File: config.mk
export PLATFORM = sky130hd
export DESIGN_NAME = am_err_stats
export DESIGN_NICKNAME = d
export VERILOG_FILES = /design/src/rtl/am_err_pkg.sv /design/src/rtl/am_err_diff.sv /design/src/rtl/am_err_stats.sv
export SDC_FILE = /design/constraint.sdc
export NUM_CORES = 1
export LEC_CHECK = 0
export ABC_CLOCK_PERIOD_IN_PS = 17600
export CAP_MARGIN = 30
export CORE_UTILIZATION = 63
export DETAILED_ROUTE_END_ITERATION = 8
export PLACE_DENSITY = 0.91
export SYNTH_ARGS = -nofsm -noshare
export SYNTH_HDL_FRONTEND = slang
export SYNTH_SLANG_ARGS = --single-unit
File: constraint.sdc
create_clock -name clk_i -period 17.6 [get_ports clk_i]
set_input_delay 2.64 -clock clk_i [delete_from_list [all_inputs] [get_ports clk_i]]
set_output_delay 2.64 -clock clk_i [all_outputs]
set_load 0.05 [all_outputs]
File: src/rtl/am_err_pkg.sv
// Shared types, default widths and width helpers for the am_err_* error-characterisation blocks.
package am_err_pkg;

    typedef enum logic [1:0] {
        StIdle,
        StRun,
        StDrain,
        StDone
    } am_err_state_e;

    localparam int unsigned W_DEF     = 8;
    localparam int unsigned LOG_N_DEF = 16;

    localparam int unsigned PROD_W = 2 * W_DEF;
    localparam int unsigned SUM_W  = 2 * W_DEF + LOG_N_DEF;
    localparam int unsigned SSUM_W = 2 * W_DEF + LOG_N_DEF + 1;
    localparam int unsigned CNT_W  = LOG_N_DEF + 1;

    function automatic int unsigned prod_w(input int unsigned w);
        return 2 * w;
    endfunction

    function automatic int unsigned sum_w(input int unsigned w, input int unsigned log_n);
        return 2 * w + log_n;
    endfunction

    function automatic int unsigned ssum_w(input int unsigned w, input int unsigned log_n);
        return 2 * w + log_n + 1;
    endfunction

    function automatic int unsigned cnt_w(input int unsigned log_n);
        return log_n + 1;
    endfunction

endpackage

File: src/rtl/am_err_diff.sv
// Combinational error term between an exact and an approximate product:
// signed difference z - exact, its magnitude, and a nonzero flag.
module am_err_diff #(
    parameter int unsigned PW = 16
) (
    input  logic [PW-1:0]   exact_i,
    input  logic [PW-1:0]   z_i,
    output logic signed [PW:0] d_o,
    output logic [PW-1:0]   ed_o,
    output logic            nz_o
);

    logic [PW:0] neg_d;

    // One extra bit keeps the full range of z - exact without wrap.
    assign d_o   = $signed({1'b0, z_i} - {1'b0, exact_i});
    assign neg_d = -d_o;
    assign ed_o  = d_o[PW] ? neg_d[PW-1:0] : d_o[PW-1:0];
    assign nz_o  = |ed_o;

endmodule

File: src/rtl/am_err_stats.sv
// Windowed error statistics for an 8x8 approximate multiplier under test.
// Optional AM_ERR_SQ_EN adds a sum of squared error distances (sum_sq_o) for MSE.
module am_err_stats
    import am_err_pkg::*;
#(
    parameter int unsigned LOG_N = LOG_N_DEF,
    parameter int unsigned W     = W_DEF
) (
    input  logic                   clk_i,
    input  logic                   rst_ni,
    input  logic                   start_i,
    input  logic                   clr_i,
    input  logic                   in_valid_i,
    output logic                   in_ready_o,
    input  logic [W-1:0]           x_i,
    input  logic [W-1:0]           y_i,
    input  logic [2*W-1:0]         z_i,
    output logic                   out_valid_o,
    input  logic                   out_ready_i,
    output logic [2*W+LOG_N-1:0]   sum_ed_o,
    output logic [2*W+LOG_N:0]     sum_sed_o,
    output logic [2*W-1:0]         max_ed_o,
    output logic [LOG_N:0]         err_cnt_o,
`ifdef AM_ERR_SQ_EN
    output logic [4*W+LOG_N-1:0]   sum_sq_o,
`endif
    output logic                   busy_o
);

    localparam int unsigned ProdW  = prod_w(W);
    localparam int unsigned SumW   = sum_w(W, LOG_N);
    localparam int unsigned SsumW  = ssum_w(W, LOG_N);
    localparam int unsigned CntW   = cnt_w(LOG_N);
    localparam int unsigned ExtW   = SsumW - ProdW - 1;
    localparam logic [CntW-1:0] LastCnt = CntW'((2 ** LOG_N) - 1);

    am_err_state_e state_q, state_d;

    logic [CntW-1:0]  cnt_q, cnt_d;
    logic             v1_q, v1_d;
    logic [ProdW-1:0] exact_q, exact_d;
    logic [ProdW-1:0] zr_q, zr_d;

    logic [SumW-1:0]  sum_ed_q, sum_ed_d;
    logic [SsumW-1:0] sum_sed_q, sum_sed_d;
    logic [ProdW-1:0] max_ed_q, max_ed_d;
    logic [CntW-1:0]  err_cnt_q, err_cnt_d;

    logic signed [ProdW:0] d;
    logic [ProdW-1:0]      ed;
    logic                  nz;

    logic fire;
    logic s2_en;
    logic clear_acc;

`ifdef AM_ERR_SQ_EN
    localparam int unsigned SqW = 4 * W + LOG_N;

    logic [SqW-1:0]     sum_sq_q, sum_sq_d;
    logic [2*ProdW-1:0] ed_ext;
    logic [2*ProdW-1:0] ed_sq;

    assign ed_ext = {{ProdW{1'b0}}, ed};
    assign ed_sq  = ed_ext * ed_ext;
`endif

    am_err_diff #(
        .PW (ProdW)
    ) u_diff (
        .exact_i (exact_q),
        .z_i     (zr_q),
        .d_o     (d),
        .ed_o    (ed),
        .nz_o    (nz)
    );

    assign in_ready_o  = (state_q == StRun);
    assign out_valid_o = (state_q == StDone);
    assign busy_o      = (state_q == StRun) || (state_q == StDrain);

    // clr wins over an accept or an S2 update in the same cycle.
    assign fire  = in_valid_i & in_ready_o & ~clr_i;
    assign s2_en = v1_q & ~clr_i;

    always_comb begin
        state_d   = state_q;
        cnt_d     = cnt_q;
        v1_d      = fire;
        exact_d   = exact_q;
        zr_d      = zr_q;
        sum_ed_d  = sum_ed_q;
        sum_sed_d = sum_sed_q;
        max_ed_d  = max_ed_q;
        err_cnt_d = err_cnt_q;
`ifdef AM_ERR_SQ_EN
        sum_sq_d  = sum_sq_q;
`endif
        clear_acc = 1'b0;

        unique case (state_q)
            StIdle: begin
                if (start_i) begin
                    state_d   = StRun;
                    clear_acc = 1'b1;
                end
            end
            StRun: begin
                if (fire && (cnt_q == LastCnt)) state_d = StDrain;
            end
            // Last sample has left S1 once v1 is low; its S2 update is then done.
            StDrain: begin
                if (!v1_q) state_d = StDone;
            end
            StDone: begin
                if (out_ready_i) state_d = StIdle;
            end
            default: state_d = StIdle;
        endcase

        if (fire) begin
            cnt_d   = cnt_q + CntW'(1);
            exact_d = ProdW'(x_i) * ProdW'(y_i);
            zr_d    = z_i;
        end

        if (s2_en) begin
            sum_ed_d  = sum_ed_q + SumW'(ed);
            sum_sed_d = sum_sed_q + {{ExtW{d[ProdW]}}, d};
            err_cnt_d = err_cnt_q + CntW'(nz);
            if (ed > max_ed_q) max_ed_d = ed;
`ifdef AM_ERR_SQ_EN
            sum_sq_d  = sum_sq_q + SqW'(ed_sq);
`endif
        end

        if (clear_acc) begin
            cnt_d     = '0;
            sum_ed_d  = '0;
            sum_sed_d = '0;
            max_ed_d  = '0;
            err_cnt_d = '0;
`ifdef AM_ERR_SQ_EN
            sum_sq_d  = '0;
`endif
        end

        if (clr_i) begin
            state_d = StIdle;
            v1_d    = 1'b0;
        end
    end

    always_ff @(posedge clk_i or negedge rst_ni) begin
        if (!rst_ni) begin
            state_q   <= StIdle;
            cnt_q     <= '0;
            v1_q      <= 1'b0;
            exact_q   <= '0;
            zr_q      <= '0;
            sum_ed_q  <= '0;
            sum_sed_q <= '0;
            max_ed_q  <= '0;
            err_cnt_q <= '0;
`ifdef AM_ERR_SQ_EN
            sum_sq_q  <= '0;
`endif
        end else begin
            state_q   <= state_d;
            cnt_q     <= cnt_d;
            v1_q      <= v1_d;
            exact_q   <= exact_d;
            zr_q      <= zr_d;
            sum_ed_q  <= sum_ed_d;
            sum_sed_q <= sum_sed_d;
            max_ed_q  <= max_ed_d;
            err_cnt_q <= err_cnt_d;
`ifdef AM_ERR_SQ_EN
            sum_sq_q  <= sum_sq_d;
`endif
        end
    end

    assign sum_ed_o  = sum_ed_q;
    assign sum_sed_o = sum_sed_q;
    assign max_ed_o  = max_ed_q;
    assign err_cnt_o = err_cnt_q;
`ifdef AM_ERR_SQ_EN
    assign sum_sq_o  = sum_sq_q;
`endif

endmodule

==> results.md <==
Logic synthesis:
- In the synthesized netlist the dominant register cell turns out to be sky130_fd_sc_hd__dfrtp_1.
- Synthesis produced a netlist with a net count of 1661.
- The average instance in the mapped netlist occupies 8.45 um^2.
- Counting every instance in the synthesized netlist gives 1459.
- In this run, synthesis inferred 0 flip-flops with an integrated enable.
- Counting flops with an async set or reset pin after synthesis yields a share of 100%.
- The netlist uses 71 different library cells.
- The synthesized flop and latch total is 150.
- In this run the cell area of the synthesized design comes to between 0.01 and 0.015 mm^2.
- During synthesis, Yosys emitted a total of 0 warnings.
- Sequential elements use between 30% and 40% of the synthesized area.

Place:
- The number of placed cells counting well taps is between 1.5k and 2k.
- The instance area after placement is 0.0139 mm^2.
- Routability-driven placement finished with a final weighted congestion of 0.929.
- The HPWL reported at the end of detailed placement is 22500 um.
- Port buffering added 138 buffers.

Timing:
- The number of max-slew violations in the final report was 0.
- For the pin with the worst max-slew slack, the measured transition is 0.858 ns.
- Adding up every negative setup slack in the final design gives 0 ns.
- The final number of hold-violating endpoints was 0.
- Setup repair after global routing left no endpoint under its margin.
- Of the available clock period, the critical path in the final layout requires around 40%.
- The setup clock skew after layout is 0.0113 ns.
- The peak clock frequency supported by timing is about 140 MHz.
- The shortest period the worst path allows is 7.23 ns.
- The number of setup violations in the final report is 0.
- The max-slew headroom at the worst pin is 42.8%.

Min path:
- The startpoint identified for the worst hold timing path is exact_q[6].
- Counting instances, the worst hold path has a depth of 2.
- The destination of the worst hold path is exact_q[6].
- The type of the tightest min-delay check is reg2reg.

Finish:
- The final instance count without filler cells is 1849.
- The repair_antennas step left the layout with diodes totalling 0.
- The total area of multi-input combinational cells is between 0.007 and 0.008 mm^2.
- The layout cell share with drive strength beyond 1 is 4.28%.
- The number of fill cells is 1335.
- For this run, the share of the core covered by cells in the final layout is 76.5%.
- The area overhead of the layout relative to synthesis is 17.6%.
- The total area of sequential cells is between 0.003 and 0.004 mm^2.
- The area of all placed cells without fillers is 0.0145 mm^2.
- The final layout net count is 1778.

Setup path:
- The endpoint identified for the worst register-to-register timing path is sum_ed_o[27].
- The launching point of the worst reg2reg path is exact_q[0].
- At the worst endpoint, the required time is between 15 and 20 ns.
- The worst setup path is of the reg2reg kind.
- The depth of the worst register-to-register path is 23.
- The maximum fanout count along the critical path is 21.
- STA classifies the critical path endpoint as a flip-flop.
- STA classifies the critical path startpoint as a flip-flop.
- The worst register-to-register path has a setup slack of 10.37 ns.
- Data arrives at the worst endpoint at 7.54 ns.

GRT:
- In the global route stage, met3 resource usage came out at 5.97%.
- The wire length of the first global-routing pass is 51700 um.
- In the global route stage, overall resource usage came out at about 32%.
- The leftover overflow at the end of global routing is 0.
- The global-route track usage on met2 is 56.1%.
- The met1 track demand over resource in global routing is 38.5%.
- The initial antenna violation count is 0.
- The layer flagged by global routing as most heavily used is met2.
- The via count of the first global-routing pass was 11.0k.
- The pin count of the biggest net entering global routing is 92.

Die:
- For this configuration, the core starts out at a cell density of 65.0%.
- The die covers approximately 0.020 mm^2.
- The core region is 0.0190 mm^2.
- The initialized floorplan defines 50 standard-cell rows.
- Pin placement for this block handled approximately 140 I/O pins.
- The x dimension of the die is approximately 140 um.
- In this run the vertical extent of the chip is 142 um.

Run:
- The count of max-cap constraint violations is 0.

Clocking:
- The quantity of hold-fixing buffers added after cts is 0.
- Counting the buffers created by CTS gives 17.
- The post-CTS repair timing setup buffer count is 0.
- The buffer levels on the longest clock path is 2.
- For this design, the sink count on the clock tree is 150.
- Clock-pin slew was measured on the worst setup and hold paths at approximately 0.070 ns.
- The maximum level of the CTS H-tree is 4.
- The clock network latency to the later pin of the worst-skew pair is 0.44 ns.
- The clock tree root driver cell is sky130_fd_sc_hd__clkbuf_16.
- The TritonCTS clock tree is done.
- Post-CTS repair changed the size of 0 cells.

Drt:
- The via density per instance is 6.00.
- The count of antenna-violating nets left after detailed routing is 0.
- The iteration-0 DRC count of the detailed router is 698.
- The iteration count of the initial detailed-routing pass is 7.
- For this run, design rule violations remaining after detail routing come to 0.
- The average wire per standard cell is 16.9 um.
- The detailed router placed ~11k vias in this run.
- The final wirelength is ~31000 um.

Run status:
- The run finished with clean final reports.
worst max path at each step:
stage	start	end
finish	exact_q[0]	sum_ed_o[27]
global route	exact_q[0]	sum_ed_o[27]
CTS	y_i[7]	exact_q[15]
detailed placement	x_i[1]	exact_q[15]
global placement	x_i[1]	exact_q[15]
floorplan	x_i[1]	exact_q[15]
sequential cells by signal, indices dropped and copies added (netlist names):
name / cells
state_q: 2
sum_ed_o: 32
err_cnt_o: 17
zr_q: 16
max_ed_o: 16
cnt_q: 17
sum_sed_o: 33
exact_q: 16
v1_q: 1
Yosys cell counts, drive strengths merged (15+ instances only):
library cell	count	area share, %
dfrtp	150	30
nor3	21	0.85
a211oi	24	1.5
a21o	25	1.5
xnor2	43	3.1
fa	39	6.3
ha	125	13
or3	17	0.86
clkbuf	44	1.3
xor2	54	3.8
nand3	30	1.2
o21ai	73	3.0
a21oi	108	4.5
o31ai	15	0.99
and2	40	2.0
nand4	23	1.2
nor2	137	4.2
nand2	211	6.4
inv	118	3.6
logic make-up after synthesis:
group	Yosys count	share of synthesized area (%)
flops	150	30.5
mux	7	0.568
simple gates	550	20.7
buf+inv	166	5.06
xor+xnor	97	6.89
fa+ha+maj	166	19.2
compound gates	323	17.1
metrics by stage:
step | setup slack, ns | hold slack [ns]
after floorplan | 10.94 | 0.445
after global placement | 10.08 | 0.461
after detailed placement | 10.05 | 0.473
after CTS | 10.49 | 0.486
after global routing | 9.96 | 0.511
final | 10.37 | 0.484
area by class of cell:
cell class              count  share of cell area [%]
clock inverters            14                   0.812
inverters                 119                    3.08
multi-input cells        1143                    55.0
clock buffers              18                    3.03
well taps                 260                    2.24
repair buffers            145                    9.95
flip-flops and latches    150                    25.9
critical path: stages (launching register included):
cell,delay (ns)
sky130_fd_sc_hd__dfrtp_1,0.40
sky130_fd_sc_hd__ha_1,0.22
sky130_fd_sc_hd__inv_1,0.07
sky130_fd_sc_hd__fa_1,0.23
sky130_fd_sc_hd__a211oi_1,0.13
sky130_fd_sc_hd__o211ai_2,0.31
sky130_fd_sc_hd__a31oi_1,0.15
sky130_fd_sc_hd__o31ai_1,0.37
sky130_fd_sc_hd__nand3_1,0.25
sky130_fd_sc_hd__nand2_1,0.58
sky130_fd_sc_hd__inv_1,0.58
sky130_fd_sc_hd__o21ai_0,0.68
sky130_fd_sc_hd__ha_1,0.35
sky130_fd_sc_hd__a21o_1,0.18
sky130_fd_sc_hd__a21o_1,0.22
sky130_fd_sc_hd__a2111oi_1,0.53
sky130_fd_sc_hd__nor3_1,0.15
sky130_fd_sc_hd__nor4b_1,0.44
sky130_fd_sc_hd__o31ai_1,0.22
sky130_fd_sc_hd__a2111o_1,0.47
sky130_fd_sc_hd__and2_1,0.20
sky130_fd_sc_hd__and4_1,0.21
sky130_fd_sc_hd__xnor2_1,0.13
sky130_fd_sc_hd__nor2_1,0.05
layer usage:
metal	wire length [um]	vias to the layer above
met5	0	-
met4	1130	0
met3	1970	104
met2	15400	427
met1	12600	5287
li1	-	5271
cell usage in the layout (no fill, tap or decap), types with 39 or more instances in the layout:
| master | Yosys | layout |
|---|---|---|
| sky130_fd_sc_hd__a21oi_1 | 104 | 104 |
| sky130_fd_sc_hd__and2_1 | 40 | 39 |
| sky130_fd_sc_hd__nor2_1 | 136 | 136 |
| sky130_fd_sc_hd__inv_1 | 118 | 118 |
| sky130_fd_sc_hd__nand2_1 | 210 | 210 |
| sky130_fd_sc_hd__xnor2_1 | 43 | 43 |
| sky130_fd_sc_hd__ha_1 | 125 | 125 |
| sky130_fd_sc_hd__clkdlybuf4s50_1 | 0 | 137 |
| sky130_fd_sc_hd__dfrtp_1 | 150 | 150 |
| sky130_fd_sc_hd__fa_1 | 39 | 39 |
| sky130_fd_sc_hd__o21ai_0 | 67 | 67 |
| sky130_fd_sc_hd__xor2_1 | 54 | 54 |
Power is left out: the tool's default activity adds up to more than one toggle a clock period on the data nets, which glitch-free logic cannot reach.
